$ cat config.mk
export PLATFORM = sky130hd
export DESIGN_NAME = layer_frame_sched_flat
export DESIGN_NICKNAME = d
export VERILOG_FILES = /design/src/rtl/layer_frame_sched_if.sv /design/src/rtl/layer_frame_sched.sv /design/src/flat_wrapper.sv
export SDC_FILE = /design/constraint.sdc
export NUM_CORES = 1
export LEC_CHECK = 0
export ABC_CLOCK_PERIOD_IN_PS = 1700
export BUFFER_PORTS_ARGS = -buffer_cell sky130_fd_sc_hd__clkbuf_2
export CORE_MARGIN = 5
export CORE_UTILIZATION = 49
export CTS_CLUSTER_DIAMETER = 40
export DETAILED_ROUTE_END_ITERATION = 10
export PLACE_DENSITY = 0.86
export SYNTH_ARGS = -nofsm -noshare
export SYNTH_HDL_FRONTEND = slang
export SYNTH_SLANG_ARGS = --single-unit
$ cat constraint.sdc
create_clock -name clk_in -period 1.7 [get_ports clk_in]
set_input_delay 0 -clock clk_in [delete_from_list [all_inputs] [get_ports clk_in]]
set_output_delay 0 -clock clk_in [all_outputs]
set_load 0.02 [all_outputs]
$ cat src/rtl/layer_frame_sched_if.sv
// rtl/layer_frame_sched_if.sv - host write/frame bus shared by the layer frame scheduler
interface layer_frame_sched_if #(
  parameter int LAYERS  = 8,
  parameter int LAYER_W = 3
) ();
  logic               wr_vld_in;
  logic [LAYER_W-1:0] wr_layer_in;
  logic [5:0]         wr_addr_in;
  logic [3:0]         byte_en_in;
  logic [7:0]         byte_data_in;
  logic               frame_end_in;
  logic [LAYERS-1:0]  layer_en_out;
  logic [5:0]         wr_addr_out;
  logic [3:0]         byte_en_out;
  logic [7:0]         byte_data_out;
  logic               frame_rdy_out;
  logic               busy_out;
  logic [7:0]         drop_cnt_out;

  modport master (
    output wr_vld_in, wr_layer_in, wr_addr_in, byte_en_in, byte_data_in, frame_end_in,
    input  layer_en_out, wr_addr_out, byte_en_out, byte_data_out,
    input  frame_rdy_out, busy_out, drop_cnt_out
  );

  modport slave (
    input  wr_vld_in, wr_layer_in, wr_addr_in, byte_en_in, byte_data_in, frame_end_in,
    output layer_en_out, wr_addr_out, byte_en_out, byte_data_out,
    output frame_rdy_out, busy_out, drop_cnt_out
  );
endinterface

$ cat src/rtl/layer_frame_sched.sv
// rtl/layer_frame_sched.sv - layer write decoder and rate-limited frame_rdy broadcaster
module layer_frame_sched #(
  parameter int LAYERS       = 8,
  parameter int LAYER_W      = 3,
  parameter int MIN_PERIOD   = 2000000,
  parameter int AUTO_REFRESH = 0,
  parameter int CNT_W        = 32
) (
  input logic                clk_in,
  input logic                rst_in,
  layer_frame_sched_if.slave bus
);

  typedef enum logic [1:0] {
    IDLE = 2'd0,
    HOLD = 2'd1,
    FIRE = 2'd2
  } state_t;

  localparam logic [CNT_W-1:0]   MIN_P    = CNT_W'(MIN_PERIOD);
  localparam logic [CNT_W-1:0]   AUTO_P   = CNT_W'(AUTO_REFRESH);
  localparam logic [LAYER_W:0]   LAYERS_L = (LAYER_W + 1)'(LAYERS);
  localparam logic [CNT_W-1:0]   CNT_ONE  = CNT_W'(1);

  state_t           state, state_nxt;
  logic [CNT_W-1:0] cnt;
  logic             ok;
  logic             auto_due;
  logic             drop_inc;
  logic             layer_ok;

  assign ok       = (cnt >= MIN_P);
  assign auto_due = (AUTO_REFRESH != 0) && (cnt >= AUTO_P);
  assign layer_ok = bus.wr_vld_in && ({1'b0, bus.wr_layer_in} < LAYERS_L);

  // Write path runs every cycle regardless of the frame FSM.
  always_ff @(posedge clk_in) begin
    if (rst_in) begin
      bus.layer_en_out  <= '0;
      bus.byte_en_out   <= '0;
      bus.wr_addr_out   <= '0;
      bus.byte_data_out <= '0;
    end else begin
      bus.wr_addr_out   <= bus.wr_addr_in;
      bus.byte_data_out <= bus.byte_data_in;
      if (layer_ok) begin
        bus.layer_en_out <= LAYERS'(1) << bus.wr_layer_in;
        bus.byte_en_out  <= bus.byte_en_in;
      end else begin
        bus.layer_en_out <= '0;
        bus.byte_en_out  <= '0;
      end
    end
  end

  // cnt reads 0 during the FIRE cycle, so a HOLD releases MIN_PERIOD+1 cycles after the pulse.
  always_ff @(posedge clk_in) begin
    if (rst_in) begin
      state            <= IDLE;
      cnt              <= MIN_P;
      bus.drop_cnt_out <= '0;
    end else begin
      state <= state_nxt;
      if (state_nxt == FIRE) begin
        cnt <= '0;
      end else if (cnt != '1) begin
        cnt <= cnt + CNT_ONE;
      end
      if (drop_inc && (bus.drop_cnt_out != 8'hFF)) begin
        bus.drop_cnt_out <= bus.drop_cnt_out + 8'd1;
      end
    end
  end

  always_comb begin
    state_nxt         = state;
    drop_inc          = 1'b0;
    bus.frame_rdy_out = 1'b0;
    bus.busy_out      = 1'b0;
    case (state)
      IDLE: begin
        if (bus.frame_end_in) begin
          state_nxt = ok ? FIRE : HOLD;
        end else if (auto_due) begin
          state_nxt = FIRE;
        end
      end
      HOLD: begin
        bus.busy_out = 1'b1;
        if (ok) begin
          state_nxt = FIRE;
        end else if (bus.frame_end_in) begin
          drop_inc = 1'b1;
        end
      end
      FIRE: begin
        bus.frame_rdy_out = 1'b1;
        state_nxt = bus.frame_end_in ? HOLD : IDLE;
      end
      default: state_nxt = IDLE;
    endcase
  end

endmodule

$ cat src/flat_wrapper.sv
// flat-port wrapper written by rule: the top's interface ports become plain ports
module layer_frame_sched_flat 
#(
  parameter int LAYERS       = 8,
  parameter int LAYER_W      = 3,
  parameter int MIN_PERIOD   = 2000000,
  parameter int AUTO_REFRESH = 0,
  parameter int CNT_W        = 32
)
  (clk_in, rst_in, bus_wr_vld_in, bus_wr_layer_in, bus_wr_addr_in, bus_byte_en_in, bus_byte_data_in, bus_frame_end_in, bus_layer_en_out, bus_wr_addr_out, bus_byte_en_out, bus_byte_data_out, bus_frame_rdy_out, bus_busy_out, bus_drop_cnt_out);
  layer_frame_sched_if #(.LAYERS(LAYERS), .LAYER_W(LAYER_W)) bus_i ();
  input logic clk_in;
  input logic rst_in;
  input wire logic [$bits(bus_i.wr_vld_in)-1:0] bus_wr_vld_in;
  input wire logic [$bits(bus_i.wr_layer_in)-1:0] bus_wr_layer_in;
  input wire logic [$bits(bus_i.wr_addr_in)-1:0] bus_wr_addr_in;
  input wire logic [$bits(bus_i.byte_en_in)-1:0] bus_byte_en_in;
  input wire logic [$bits(bus_i.byte_data_in)-1:0] bus_byte_data_in;
  input wire logic [$bits(bus_i.frame_end_in)-1:0] bus_frame_end_in;
  output wire logic [$bits(bus_i.layer_en_out)-1:0] bus_layer_en_out;
  output wire logic [$bits(bus_i.wr_addr_out)-1:0] bus_wr_addr_out;
  output wire logic [$bits(bus_i.byte_en_out)-1:0] bus_byte_en_out;
  output wire logic [$bits(bus_i.byte_data_out)-1:0] bus_byte_data_out;
  output wire logic [$bits(bus_i.frame_rdy_out)-1:0] bus_frame_rdy_out;
  output wire logic [$bits(bus_i.busy_out)-1:0] bus_busy_out;
  output wire logic [$bits(bus_i.drop_cnt_out)-1:0] bus_drop_cnt_out;
  assign bus_i.wr_vld_in = bus_wr_vld_in;
  assign bus_i.wr_layer_in = bus_wr_layer_in;
  assign bus_i.wr_addr_in = bus_wr_addr_in;
  assign bus_i.byte_en_in = bus_byte_en_in;
  assign bus_i.byte_data_in = bus_byte_data_in;
  assign bus_i.frame_end_in = bus_frame_end_in;
  assign bus_layer_en_out = bus_i.layer_en_out;
  assign bus_wr_addr_out = bus_i.wr_addr_out;
  assign bus_byte_en_out = bus_i.byte_en_out;
  assign bus_byte_data_out = bus_i.byte_data_out;
  assign bus_frame_rdy_out = bus_i.frame_rdy_out;
  assign bus_busy_out = bus_i.busy_out;
  assign bus_drop_cnt_out = bus_i.drop_cnt_out;
  layer_frame_sched #(.LAYERS(LAYERS), .LAYER_W(LAYER_W), .MIN_PERIOD(MIN_PERIOD), .AUTO_REFRESH(AUTO_REFRESH), .CNT_W(CNT_W)) u_core (.clk_in(clk_in), .rst_in(rst_in), .bus(bus_i));
endmodule
==> impl_metrics.ini <==
[status]
status = finished with violations
violations = setup timing

[synthesis]
synth_area_um2 = 2900
ys_warn_count = 0
synth_top_area_share_pct = 46.9
synth_edf_count = 0
syn_inst = 320
synth_most_common_cell = dfxtp_1
synthFlopType = dfxtp_1
synth_fp_nets = 348
ys_seq_area_share_pct = 46.9
avgSynthCellArea_um2 = 9.07
ys_seq_elements = 68
netlist.top_cell.by_area = dfxtp_1
async_flop_share_pct = 0
synth_cell_types = 45
ys_top_cells_by_area = dfxtp_1 47%, a21oi_1 4.1%, nor2b_1 3.7%
ys_top_cells_by_count = 68 x dfxtp_1, 24 x a21oi_1, 20 x nor2_1, 18 x nand2_1, 18 x o21ai_0

[hold_path]
hold_path_class = input pin to flip-flop
min_path_cells = 2

[timing]
skew_ns = 0.0105
setup_viol = 42
timing.final.crit_share_pct = 115
finalCriticalPeriod_ns = 1.95
setup_slack_ns = -0.251
worst_pin_slew_ns = 0.500
hold_viol = 0
grt_setup_unrepaired = yes
tns_ns = -7.71
fmax_ghz = 0.513
drv_slew = 0
max-slew-margin-rel_pct = 66.3

[grt]
grt_usage_pct = 29.2
grt_overflow = 0
grt_pass1_wl_um = 16900
grt_max_degree = 16
grt_pass1_vias = 3313
antenna_found_initial = 0

[worst_setup_path]
path_cells = or4_4 -> o211ai_4 -> nand3_4 -> a21o_4 -> buf_12 -> nor3_1
r2r-end = u_core.cnt[30]
crit_start = u_core.cnt[12]
critPathLaunchType = flip-flop
worstReg2RegStart = u_core.cnt[12]
cp_num_cells = 6
cp-endpoint = u_core.cnt[30]
critical_path_buf_inv_count = 1
crit_path_end_kind = flip-flop
cp.required_ns = 1.99
max_stage_delay_ns = 0.54
r2r_slack_ns = -0.25
reg2reg_depth = 6
critPathArrivalTime_ns = 2.24
critPathSlowestCell = or4_4
crit_type = flip-flop to flip-flop
path_max_fanout = 15
path_delay_family = simple AND/OR/NAND/NOR gates

[drt]
initialDrtViolationCount = 320
viasPerCell = 6.15
wl_per_cell_um = 20.9
drt-pass1-iter-count = 5
drt-total-wl_um = 11500
drc_errors = 0
ant_nets = 0
vias = 3401

[clocking]
h-tree-depth = 3
cts_tree = built
root_buffer = clkbuf_8
clk_pin_slew_ns = 0.08
clock_path_buffers = 2
insertion_delay_ns = 0.36
clock-sinks = 68
cts_buffers = 9

[placement]
port-buffer-count = 60
dp_hpwl_um = 5400
gp_congestion = 0.896

[floorplan]
core.rowCount = 28
dieArea_um2 = 7560
die_x_um = 87.0
core_area_um2 = 5850
initial_core_util_pct = 49.6
io_pins = 61
die_h_um = 87.0

[pwr]
power.switching_w = 0.00144
p_seq_share_pct = 41.3
switching_share_pct = 32.0
peakVddDrop_mv = 0.829
p_clk_share_pct = 33.0
p_leak_nw = 1.87
power.density_nw_per_um2 = 972
p_int_w = 0.00306
power_w = 0.00449
comb_power_share_pct = 25.6

[final_layout]
nets = 502
n_fill_cell = 320
diodes = 0
drive_above_1_share_pct = 46.9
area.growth.synth_to_final_pct = 59.3

[flow_run]
maxCapViolCount = 0
## state kept, by name, indices dropped and copies added, names as in the netlist
| register | count |
|---|---|
| u_core.bus.byte_en_out | 4 |
| u_core.cnt | 32 |
| u_core.bus.wr_addr_out | 6 |
| u_core.bus.layer_en_out | 8 |
| u_core.bus.drop_cnt_out | 8 |
| u_core.state | 2 |
| u_core.bus.byte_data_out | 8 |
## through the flow
stage / area (µm²) / hold WS (ns) / cells / worst slack [ns] / utilization (%)
global placement: 3760 / 0.200 / 503 / -0.132 / 64.2
global route: 4620 / 0.100 / 553 / -0.278 / 79.0
finish: 4620 / 0.0695 / 553 / -0.251 / 79.0
floorplan: 2980 / 0.0768 / 320 / -0.0812 / -
detailed placement: 3760 / 0.210 / 503 / -0.147 / 64.2
CTS: 4370 / 0.0107 / 548 / -0.124 / 74.7
## logic make-up (layout without fill, tap and decap cells)
family / count (synthesis) / count (layout) / synth area share (%)
multiplexers: 2 / 2 / 0.690
buffers and inverters: 21 / 178 / 3.92
flip-flops: 68 / 68 / 46.9
AND/OR/NAND/NOR: 151 / 152 / 30.1
adder cells (fa/ha/maj): 3 / 3 / 1.29
AO/OA/AOI/OAI: 68 / 68 / 15.0
XOR/XNOR: 7 / 7 / 2.11
## power groups by stage
stage / logic [W] / registers [W] / clock network (W)
global placement: 0.000770 / 0.00183 / 0
finish: 0.00115 / 0.00186 / 0.00148
detailed placement: 0.000791 / 0.00184 / 0
CTS: 0.000913 / 0.00181 / 0.00143
global route: 0.00121 / 0.00186 / 0.00153
floorplan: 0.000449 / 0.00189 / 0
## timing repair
item                       4_1_cts  5_1_grt
pin swaps                       17       16
cloned                           1        1
setup endpoints to repair       40       41
buffers inserted                 7        3
hold buffers                    22        1
gates resized for setup         38       52
hold endpoints to repair        24        1
## cell type report
| class | instances | area, µm² | area share (%) |
|---|---|---|---|
| clock buffers | 10 | 128 | 2.76 |
| clock inverters | 5 | 77.6 | 1.68 |
| inverters | 7 | 26.3 | 0.568 |
| multi-input cells | 232 | 1750 | 37.8 |
| flip-flops and latches | 68 | 1380 | 29.9 |
| well taps | 75 | 93.8 | 2.03 |
| repair buffers | 156 | 1170 | 25.3 |
## worst reg2reg max path, stage by stage, from the launching register on
cell	delay, ns
dfxtp_2	0.33
or4_4	0.54
o211ai_4	0.30
nand3_4	0.14
a21o_4	0.26
buf_12	0.16
nor3_1	0.17
## cells in the final DEF (no fill, tap or decap), drive strengths merged, types with 3 or more instances in the layout
cell,count
buf,73
clkbuf,70
dfxtp,68
a21oi,24
dlygate4sd3,23
nor2,20
nand2,18
o21ai,18
nor2b,17
or3,17
nand4,13
nand3,12
and3,11
nor3,9
and4,9
or4,8
and2,8
o31ai,8
inv,7
a31oi,5
nor4,5
xnor2,4
nand2b,3
ha,3
o31a,3
xor2,3
## per-layer routing
metal	wire, µm	part of all wire, %	up-vias	GRT usage (%)
met4	784	6.8	0	21.5
met3	758	6.6	76	7.00
met5	0	0	-	0
li1	-	-	1489	-
met1	4190	36	1610	32.5
met2	5810	50	226	48.0
## worst min path at each step
stage / start / endpoint
2_1_floorplan: bus_wr_layer_in[0] / u_core.bus.layer_en_out[0]
3_3_place_gp: bus_byte_en_in[3] / u_core.bus.byte_en_out[3]
3_5_place_dp: bus_byte_en_in[3] / u_core.bus.byte_en_out[3]
4_1_cts: bus_frame_end_in / u_core.state[0]
5_1_grt: rst_in / u_core.bus.drop_cnt_out[3]
6_report: rst_in / u_core.bus.drop_cnt_out[3]
Power figures use the tool's default switching activity.
